## config.mk

```make
export PLATFORM = sky130hd
export DESIGN_NAME = mux16_rr_arbiter
export DESIGN_NICKNAME = d
export VERILOG_FILES = /design/src/rtl/mux16_rr_arbiter.sv
export SDC_FILE = /design/constraint.sdc
export NUM_CORES = 1
export LEC_CHECK = 0
export CAP_MARGIN = 20
export CELL_PAD_IN_SITES_DETAIL_PLACEMENT = 0
export CELL_PAD_IN_SITES_GLOBAL_PLACEMENT = 1
export CORE_ASPECT_RATIO = 2
export CORE_MARGIN = 1.5
export CORE_UTILIZATION = 42
export DETAILED_ROUTE_END_ITERATION = 16
export PLACE_DENSITY_LB_ADDON = 0.1
export SETUP_SLACK_MARGIN = 0.05
export SYNTH_ARGS = -nofsm -noshare
export SYNTH_HDL_FRONTEND = slang
export SYNTH_SLANG_ARGS = --single-unit
```

## constraint.sdc

```tcl
create_clock -name clk -period 15.1 [get_ports clk]
set_input_delay 3.02 -clock clk [delete_from_list [all_inputs] [get_ports clk]]
set_output_delay 3.02 -clock clk [all_outputs]
set_load 0.05 [all_outputs]
```

## src/rtl/mux16_rr_arbiter.sv

```systemverilog
// Round-robin arbiter and sequencer for a shared 16:1 single-bit mux channel.
// Bounded grant bursts with a one-cycle turnaround; the selected bit is captured with a valid strobe.
module mux16_rr_arbiter #(
    parameter int MAX_BURST = 4
) (
    input  logic        clk,
    input  logic        reset,
    input  logic [0:15] req,
    input  logic        mux_out,
    output logic [0:3]  sel,
    output logic [0:15] grant,
    output logic        busy,
    output logic        data_out,
    output logic        data_valid
);

    localparam logic [3:0] BURST_MAX = 4'(MAX_BURST);

    typedef enum logic [1:0] {
        IDLE  = 2'd0,
        GRANT = 2'd1,
        GAP   = 2'd2
    } state_t;

    state_t      state_q, state_d;
    logic [3:0]  ptr_q, ptr_d;
    logic [0:3]  sel_q, sel_d;
    logic [0:15] grant_q, grant_d;
    logic        busy_q, busy_d;
    logic [3:0]  cnt_q, cnt_d;
    logic        data_q, data_d;
    logic        valid_q, valid_d;

    logic [3:0]  win;
    logic [3:0]  cand;
    logic        found;
    logic        any_req;
    logic        req_sel;

    assign any_req = |req;
    assign req_sel = req[sel_q];

    // First requesting index at or after the pointer, wrapping modulo 16.
    always_comb begin
        win   = ptr_q;
        cand  = ptr_q;
        found = 1'b0;
        for (int i = 0; i < 16; i++) begin
            cand = ptr_q + 4'(i);
            if (!found && req[cand]) begin
                win   = cand;
                found = 1'b1;
            end
        end
    end

    always_comb begin
        state_d = state_q;
        ptr_d   = ptr_q;
        sel_d   = sel_q;
        grant_d = grant_q;
        busy_d  = busy_q;
        cnt_d   = cnt_q;
        data_d  = mux_out;
        valid_d = (state_q == GRANT) && req_sel;
        case (state_q)
            IDLE, GAP: begin
                if (any_req) begin
                    state_d      = GRANT;
                    sel_d        = win;
                    grant_d      = '0;
                    grant_d[win] = 1'b1;
                    busy_d       = 1'b1;
                    cnt_d        = 4'd1;
                end else begin
                    state_d = IDLE;
                end
            end
            GRANT: begin
                // sel is kept through the gap; only the pointer moves on.
                if (!req_sel || (cnt_q == BURST_MAX)) begin
                    state_d = GAP;
                    grant_d = '0;
                    busy_d  = 1'b0;
                    ptr_d   = sel_q + 4'd1;
                end else begin
                    cnt_d = cnt_q + 4'd1;
                end
            end
            default: state_d = IDLE;
        endcase
    end

    always_ff @(posedge clk) begin
        if (reset) begin
            state_q <= IDLE;
            ptr_q   <= 4'd0;
            sel_q   <= 4'b0000;
            grant_q <= '0;
            busy_q  <= 1'b0;
            cnt_q   <= 4'd0;
            data_q  <= 1'b0;
            valid_q <= 1'b0;
        end else begin
            state_q <= state_d;
            ptr_q   <= ptr_d;
            sel_q   <= sel_d;
            grant_q <= grant_d;
            busy_q  <= busy_d;
            cnt_q   <= cnt_d;
            data_q  <= data_d;
            valid_q <= valid_d;
        end
    end

    assign sel        = sel_q;
    assign grant      = grant_q;
    assign busy       = busy_q;
    assign data_out   = data_q;
    assign data_valid = valid_q;

endmodule
```

==> results.yml <==
power:
  comb_power_share_pct: 78.2
  leakagePower_nw: 1.50
  internal-power_uw: 538
  pwr-share-seq_pct: 11.5
  powerDensity_mw_per_mm2: 260
  pwr-share-clk_pct: 10.3
  irDropWorstVdd_uv: 112
  swShare_pct: 53.7
  power.switching_uw: 624
clock_tree:
  cts_hold_buf: 0
  clock-root-buffer: "clkbuf_16"
  clockBufferDepth: 2
  cts_setup_buffers: 0
  cts_tree: "built"
  h-tree-depth: 2
  cts_sinks: 33
  cts-resized-gates: 0
  clk_latency_ps: 280
  numCtsBuffers: 5
  clkSlewWorstSetupHoldPaths_ps: 50
floorplanning:
  core_area_sq_mm: 0.00889
  die_y_um: 138
  ios: 42
  row_count: 49
  fp.dieW_um: 70.3
  initial_utilization_pct: 42.8
  die-area_sq_mm: 0.00968
timing:
  post-route-min-period_ps: 7300
  rsz0062_at_grt: "false"
  setup-tns-final_ps: 0
  worstMarginPinSlew_ps: 1010
  fin_skew_ps: 4.17
  min_period_over_period_pct: 48.3
  hold_viol: 0
  slew_viol_final: 0
  max_clock_freq_ghz: 0.137
  hold_ws_ps: 451
  setup_viol: 0
  max_slew_margin_pct: 31.0
synth:
  synth-edff-count: 0
  syn_nets: 454
  netlist_instances: 425
  synth_area_sq_mm: 0.00381
  yosysWarnings: 0
  ys.flop_type: "dfxtp_1"
  ys_types: 64
  async_reset_ff_share_pct: 0
  seq_area_frac_synth_pct: 17.4
  avgSynthCellArea_sq_um: 8.96
  synth-seq-cells: 33
worst_setup_path:
  end_kind: "flop"
  worstRegToRegCells: 13
  worstSetupPathType: "input pin to flop"
  arrival_ps: 7520
  cp-start-kind: "input pin"
  worstReg2RegEnd: "grant[8]$_SDFFE_PP0P_"
  cp_slowest_cell: "or4_1"
  endpoint: "grant[4]$_SDFFE_PP0P_"
  crit_chain: "clkdlybuf4s50_1 > mux4_2 > mux4_2 > or4_1 > or4_1 > a211oi_1 > o22ai_1 > a21oi_1 > a21boi_1 > a22o_1"
  crit_fanout: 9
  reg2reg_from: "ptr_q[1]$_SDFFE_PP0P_"
  reg2reg_slack_ps: 9270
  critPathMaxStageDelay_ps: 720
  cp_data_required_time_ps: 15330
  startpoint: "req[14]"
final_layout:
  syn2layout_area_growth_pct: 17.3
  diodes: 0
  drive_gt1_share_pct: 17.6
  nets: 483
  fillCellCount: 848
global_routing:
  grt_start_max_net_pins: 31
  grt_overflow: 0
  antenna_found_initial: 0
  grt_pass1_wl_um: 21100
  grt_pass1_vias: 3822
  grt_usage_pct: 28.9
routing:
  avgViaCountPerCell: 6.92
  wl_per_cell_um: 24.8
  first_pass_iters: 6
  first_iter_violations: 335
  totalWireLength_um: 13800
  vias: 3855
  antenna_left: 0
  drc: 0
worst_hold_path:
  min_path_type: "flop to flop"
  whs_path_depth: 2
placement:
  dp_hpwl_um: 10700
  io_buffers: 41
  gp_congestion: 0.942
outcome:
  status: "finished clean"
run:
  cap_violations: 0
==> per-layer routing <==
layer  wire, um  part of all wire (%)  track usage, %
met1       4770                    35            29.6
met2       7020                    51            51.4
met3        747                   5.4            3.58
met4       1240                   9.0            23.9
met5          0                     0               0
==> cell usage in the layout, fill, tap and decap left out, types with 5 or more instances in the layout <==
| cell | Yosys | final |
|---|---|---|
| or2_2 | 5 | 5 |
| mux4_2 | 34 | 34 |
| clkbuf_16 | 0 | 5 |
| buf_4 | 0 | 7 |
| nor2_1 | 41 | 41 |
| inv_1 | 9 | 9 |
| o21ai_1 | 9 | 9 |
| dfxtp_1 | 33 | 33 |
| nand2b_1 | 6 | 6 |
| or3_1 | 8 | 8 |
| o22ai_1 | 5 | 5 |
| nand3_1 | 11 | 11 |
| mux2_2 | 19 | 19 |
| a21oi_1 | 21 | 21 |
| nor3_1 | 11 | 11 |
| mux2i_1 | 27 | 27 |
| ha_1 | 10 | 10 |
| nor4_1 | 6 | 6 |
| nor2b_1 | 7 | 7 |
| clkdlybuf4s50_1 | 0 | 41 |
| a211oi_1 | 12 | 12 |
| a22o_1 | 11 | 11 |
| xnor2_1 | 8 | 8 |
| nand2_1 | 29 | 29 |
| o21ai_0 | 6 | 6 |
| xor2_1 | 5 | 5 |
==> sequential cells by signal, summed over array words and instances, names as in the netlist <==
signal and count:
busy 1, cnt_q 4, data_out 1, data_valid 1, grant 16, ptr_q 4, sel 4, state_q 2
==> per-stage QoR <==
stage | setup slack, ps | power (mW) | area [sq um] | instances | util, %
4_1_cts | 7870 | 1.14 | 4470 | 557 | 50.2
2_1_floorplan | 8620 | 0.776 | 3810 | 425 | -
3_5_place_dp | 7590 | 1.02 | 4290 | 549 | 48.3
5_1_grt | 7600 | 1.22 | 4470 | 557 | 50.2
3_3_place_gp | 7640 | 1.02 | 4280 | 548 | 48.2
6_report | 7800 | 1.16 | 4470 | 557 | 50.2
==> final cells by class <==
cell class              instances  area, sq um  share of cell area (%)
well taps                     102          128                    2.86
flip-flops and latches         33          661                    14.8
repair buffers                 49          474                    10.6
clock inverters                 1         30.0                   0.672
multi-input cells             355         2990                    67.0
inverters                      10         37.5                   0.841
clock buffers                   7          143                    3.19
==> worst max-delay path, delay by kind of cell <==
family,cells,cell delay [ps]
AND/OR/NAND/NOR,2,1370
AO/OA/AOI/OAI,5,1300
buffers and inverters,1,620
multiplexers,2,1190
==> power groups by stage <==
stage                     Combinational, mW  Clock, mW  Sequential, mW
after global placement                0.888          0           0.134
after CTS                             0.889      0.122           0.133
after detailed placement              0.885          0           0.135
final                                 0.909      0.120           0.133
after global routing                  0.958      0.125           0.136
after floorplan                       0.602          0           0.174
==> cells by family after synthesis <==
kind of cell	after synthesis	synth area share [%]
simple gates	144	18.8
compound gates	105	19.5
mux	81	33.1
buf+inv	37	4.04
flops	33	17.4
xor+xnor	15	3.85
fa+ha+maj	10	3.29
==> Yosys cell counts (11+ instances only) <==
master    instances  area share, %
a22o_1           11            2.5
nand2_1          29            2.9
mux2i_1          27            7.1
nand3_1          11            1.4
dfxtp_1          33             17
a211oi_1         12            2.4
mux4_2           34             20
mux2_2           19            5.6
nor2_1           41            4.0
nor3_1           11            1.4
clkbuf_1         17            1.7
a21oi_1          21            2.8
==> worst min path at each step <==
stage,from,to
2_1_floorplan,cnt_q[3]$_SDFFE_PP0P_,cnt_q[3]$_SDFFE_PP0P_
3_3_place_gp,grant[6]$_SDFFE_PP0P_,grant[6]$_SDFFE_PP0P_
3_5_place_dp,grant[7]$_SDFFE_PP0P_,grant[7]$_SDFFE_PP0P_
4_1_cts,grant[14]$_SDFFE_PP0P_,grant[14]$_SDFFE_PP0P_
5_1_grt,grant[10]$_SDFFE_PP0P_,grant[10]$_SDFFE_PP0P_
6_report,grant[14]$_SDFFE_PP0P_,grant[14]$_SDFFE_PP0P_
No activity file was read; power rests on OpenSTA's default activity.
